**config.mk**
```make
export PLATFORM = sky130hd
export DESIGN_NAME = button_cmd_gen
export DESIGN_NICKNAME = d
export VERILOG_FILES = /design/src/rtl/button_cmd_gen.sv
export SDC_FILE = /design/constraint.sdc
export NUM_CORES = 1
export LEC_CHECK = 0
export BUFFER_PORTS_ARGS = -buffer_cell sky130_fd_sc_hd__buf_4
export CAP_MARGIN = 20
export CORE_MARGIN = 2
export CORE_UTILIZATION = 28
export DETAILED_ROUTE_END_ITERATION = 8
export PLACE_DENSITY = 0.41
export RECOVER_POWER = 25
export SLEW_MARGIN = 20
export SYNTH_ARGS = -nofsm -noshare
export SYNTH_HDL_FRONTEND = slang
export SYNTH_SLANG_ARGS = --single-unit
export TNS_END_PERCENT = 1
```
**constraint.sdc**
```tcl
create_clock -name clk -period 2.6 [get_ports clk]
set_input_delay 0.13 -clock clk [delete_from_list [all_inputs] [get_ports clk]]
set_output_delay 0.13 -clock clk [all_outputs]
set_load 0.03 [all_outputs]
```
**src/rtl/button_cmd_gen.sv**
```systemverilog
// -----------------------------------------------------------------------------
// button_cmd_gen
//
// Turns three raw, asynchronous, bouncing push-button levels into clean
// single-cycle command pulses for the stopwatch control FSM.
//
// Per channel: two-flop synchroniser -> debounce counter -> rising-edge detect.
// A fixed-priority arbiter (reset > stop > start) guarantees at most one
// command pulse per cycle. Losing pulses are dropped, not queued.
//
// Handshake: none. Outputs are plain registered pulses. start/stop/reset are
// high for exactly one cycle per debounced press and are one-hot-or-zero.
//
// Ports:
//   clk            in   system clock
//   rst_n          in   asynchronous active-low reset
//   btn_start_raw  in   raw start button, active-high, async to clk
//   btn_stop_raw   in   raw stop button, active-high, async to clk
//   btn_reset_raw  in   raw reset button, active-high, async to clk
//   start          out  one-cycle command pulse to FSM start
//   stop           out  one-cycle command pulse to FSM stop
//   reset          out  one-cycle command pulse to FSM reset
//   btn_level      out  debounced levels {reset, stop, start}
// -----------------------------------------------------------------------------
module button_cmd_gen #(
    parameter  int DEBOUNCE_CYCLES = 500000,
    localparam int CNT_W           = $clog2(DEBOUNCE_CYCLES)
) (
    input  logic       clk,
    input  logic       rst_n,
    input  logic       btn_start_raw,
    input  logic       btn_stop_raw,
    input  logic       btn_reset_raw,
    output logic       start,
    output logic       stop,
    output logic       reset,
    output logic [2:0] btn_level
);

    // Channel index order everywhere: [2]=reset, [1]=stop, [0]=start.
    localparam logic [CNT_W-1:0] CNT_LAST = CNT_W'(DEBOUNCE_CYCLES - 1);

    logic [2:0]            raw;
    logic [2:0]            sync1_q;
    logic [2:0]            sync2_q;
    logic [2:0]            level_q;
    logic [2:0]            level_d;
    logic [2:0][CNT_W-1:0] cnt_q;
    logic [2:0][CNT_W-1:0] cnt_d;
    logic [2:0]            rise;
    logic [2:0]            cmd_q;
    logic [2:0]            cmd_d;

    assign raw = {btn_reset_raw, btn_stop_raw, btn_start_raw};

    // Two-flop synchroniser; only sync2_q is used downstream.
    always_ff @(posedge clk or negedge rst_n) begin
        if (!rst_n) begin
            sync1_q <= '0;
            sync2_q <= '0;
        end else begin
            sync1_q <= raw;
            sync2_q <= sync1_q;
        end
    end

    // Debounce: count consecutive cycles of disagreement between the
    // synchronised input and the debounced level. Any single cycle of
    // agreement restarts the count, so short glitches never flip the level.
    always_comb begin
        level_d = level_q;
        cnt_d   = cnt_q;
        for (int c = 0; c < 3; c++) begin
            if (sync2_q[c] == level_q[c]) begin
                cnt_d[c] = '0;
            end else if (cnt_q[c] == CNT_LAST) begin
                level_d[c] = sync2_q[c];
                cnt_d[c]   = '0;
            end else begin
                cnt_d[c] = cnt_q[c] + 1'b1;
            end
        end
    end

    // Rising edge of the debounced level, taken from the next-state value so
    // the pulse appears in the same cycle the level first reads 1.
    assign rise = level_d & ~level_q;

    // Fixed priority reset > stop > start; losers are simply discarded.
    always_comb begin
        cmd_d = 3'b000;
        if (rise[2]) begin
            cmd_d = 3'b100;
        end else if (rise[1]) begin
            cmd_d = 3'b010;
        end else if (rise[0]) begin
            cmd_d = 3'b001;
        end
    end

    always_ff @(posedge clk or negedge rst_n) begin
        if (!rst_n) begin
            level_q <= '0;
            cnt_q   <= '0;
            cmd_q   <= '0;
        end else begin
            level_q <= level_d;
            cnt_q   <= cnt_d;
            cmd_q   <= cmd_d;
        end
    end

    assign start     = cmd_q[0];
    assign stop      = cmd_q[1];
    assign reset     = cmd_q[2];
    assign btn_level = level_q;

endmodule

```
==> metrics.csv <==
metric;value;unit
Layout Utilization;33.81;%
num ports;11;
violated checks;max-capacitance violations, max-slew violations;
hold violation count in the final report;0;
Pins Over Slew Limit;70;
Final Hold Slack;0.3557;ns
die extent in y;111.8;um
share of post-route cells with drive strength above 1;8.499;%
worst hold path type;reg2reg;
post-route antenna net violation count;0;
share of total power in combinational logic;3.0;%
wire per inst;13.63;um
number of global-route vias before repair;2385;
summed instance area of the synthesized netlist;0.003253;sq mm
DIE AREA;0.01250;sq mm
maximum number of pins on one net before global-route repair;70;
internal power contribution;1.931;mW
Iter 0 DRT Violations;105;
sequential fraction of design power;45.3;%
status;complete, but fails checks;
number of search-and-repair iterations in the first detailed-routing pass;5;
CTS max path bufs;2;
sinks on the clock net;69;
number of enable flip-flop cells after synthesis;0;
async set or reset register ratio after synthesis;100.0;%
count of cells resized by post-cts repair;0;
sequential share of the synthesized area;53.08;%
count of max-cap constraint violations;1;
Max IR drop VDD;0.2055;mV
crit path max-delay cell type;or4_1;
Worst Clk Skew;0.006433;ns
DRC violation count after routing;0;
cell type contributing the most total cell area after synthesis;dfrtp_1;
number of antenna violations at the first check in global routing;0;
cells after synthesis;325;
data required time at the worst endpoint;2.86;ns
most frequent standard cell in the layout excluding fill and tap cells;dfrtp_1;
fin cells;496;
most used cells in the layout excluding fill and tap cells;dfrtp_1, nor2_1, xnor2_1;
crit share post-route;80.69;%
area growth from synthesis to final layout;18.15;%
proportion of total power due to net switching;21.04;%
count of port buffers added during placement;10;
total overflow reported by the global router;0;
critical-path cell list;ha_1, nand4_1, or4_1, or3_1, a21oi_1;
final setup violating endpoints;0;
cell type group with the largest total delay on the critical path;simple AND/OR/NAND/NOR gates;
Final HPWL DP;4.603;mm
routability congestion estimate from global placement;0.7103;
number of nets in the layout;356;
global-route wire length before repair;11.86;mm
power per cell area;636.2;mW/mm^2
insertion delay to the later sink of the worst-skew pair;0.33;ns
worst-path maximum fanout;7;
DP Cell Count;476;
CTS clock-pin slew for the worst setup and hold paths;0.05;ns
num rows;39;
buffers and inverters on the worst path;0;
Antenna Cells;0;
via count;2410;
Synth Net Count;333;
H-tree depth reported by CTS;3;
Critical Path End Type;flop;
Sequential Area;0.001727;sq mm
width of the die;111.8;um
overall global routing resource usage;11.93;%
most area-consuming cells after synthesis;dfrtp_1, xnor2_1, nor2_1;
Lkg Pwr;1.511;nW
Total Neg Setup Slack;0;ns
area used by multi-input combinational logic;0.001469;sq mm
filler instances;1181;
Netlist cell types;36;
clock tree from TritonCTS;built;
share of the synthesized area in the top cell type;53.08;%
sum of routed wire length over all layers;6.760;mm
overall power consumption;2.445;mW
post-detailed-route via-to-cell ratio;4.859;
arrival time at the worst endpoint;2.35;ns
#FFs+latches synth;69;
post-synthesis average cell area;10.01;sq um
longest individual stage delay on the worst path;0.65;ns
placeable core region;0.01137;sq mm
CTS Root Buffer Type;clkbuf_16;
power share of the clock group;51.7;%
final critical path time including I/O delays and setup;2.098;ns
slew at the pin closest to its max-slew limit;1.747;ns
unrepaired setup endpoints after global routing;false;
net switching power of the design;0.5146;mW
Peak Freq;476.7;MHz
warning count from the yosys run;0;
starting utilization of the core area;28.61;%
critical path startpoint category;flop;
Crit Path Category;reg2reg;
worst-case headroom to the max-slew limit;-16.44;%
dominant register cell in the synthesized netlist;dfrtp_1;
clock buffer count from CTS;9;
## state kept, by name, indices dropped and copies added, names as in the netlist
name,flops
btn_level,3
cmd_q,3
cnt_q,57
sync1_q,3
sync2_q,3
## cells by family after synthesis
logic type,share of synthesized area [%]
compound gates,5.731
buf+inv,1.769
fa+ha+maj,1.154
xor+xnor,10.50
simple gates,26.73
flops,53.08
mux,1.038
## power groups by stage
stage	clock network (mW)	registers [mW]	logic (mW)
5_1_grt	1.36	1.11	0.0871
6_report	1.26	1.11	0.0738
3_3_place_gp	0	1.13	0.0742
2_1_floorplan	0	1.12	0.0331
3_5_place_dp	0	1.13	0.0732
4_1_cts	1.31	1.11	0.0787
## timing repair
action                    4_1_cts  5_1_grt
buffers inserted                0        0
hold buffers                    4        0
hold endpoints to repair       72        0
## area by class of cell
type | count | area share [%]
flip-flops and latches | 69 | 44.92
multi-input cells | 241 | 38.22
clock buffers | 12 | 6.934
well taps | 143 | 4.655
repair buffers | 19 | 3.320
clock inverters | 4 | 1.172
inverters | 8 | 0.7812
## synth_stat cells, types with 2 or more instances
cell type,n
or3_1,9
nand3_1,19
xor2_1,14
and2_1,3
nor4_1,10
ha_1,3
and3_1,3
xnor2_1,25
clkbuf_1,6
nor3_1,12
and4_1,5
nor4bb_1,2
a21oi_1,15
dfrtp_1,69
nand2_1,21
o31ai_1,3
inv_1,8
nand4_1,16
mux2_2,2
o21ai_0,8
or4_1,7
nor4b_1,3
nor2_1,45
o21ai_1,2
nand2b_1,4
## metal layers
metal	track usage, %	wire [um]
met3	2.559	201
met5	0	0
met2	16.81	2881
met1	16.75	3507
met4	7.160	169
## path summary, 6_finish.rpt
path | start | to | slack [ns] | depth (start not counted)
setup / recovery | cnt_q[38]$_DFF_PN0_ | cnt_q[54]$_DFF_PN0_ | 0.50 | 5
max in group asynchronous | rst_n | cnt_q[2]$_DFF_PN0_ | 0.74 | 2
min in group asynchronous | rst_n | cnt_q[53]$_DFF_PN0_ | 0.78 | 2
hold reg to reg | sync1_q[0]$_DFF_PN0_ | sync2_q[0]$_DFF_PN0_ | 0.36 | 0
hold / removal | sync1_q[0]$_DFF_PN0_ | sync2_q[0]$_DFF_PN0_ | 0.36 | 0
setup reg to reg | cnt_q[38]$_DFF_PN0_ | cnt_q[54]$_DFF_PN0_ | 0.50 | 5
## through the flow
stage / setup slack [ns] / cell area, sq um
5_1_grt: 0.2979 / 3844
2_1_floorplan: 0.6847 / 3253
3_3_place_gp: 0.5087 / 3517
6_report: 0.5021 / 3844
4_1_cts: 0.4103 / 3869
3_5_place_dp: 0.4350 / 3517
Power figures use the tool's default switching activity.
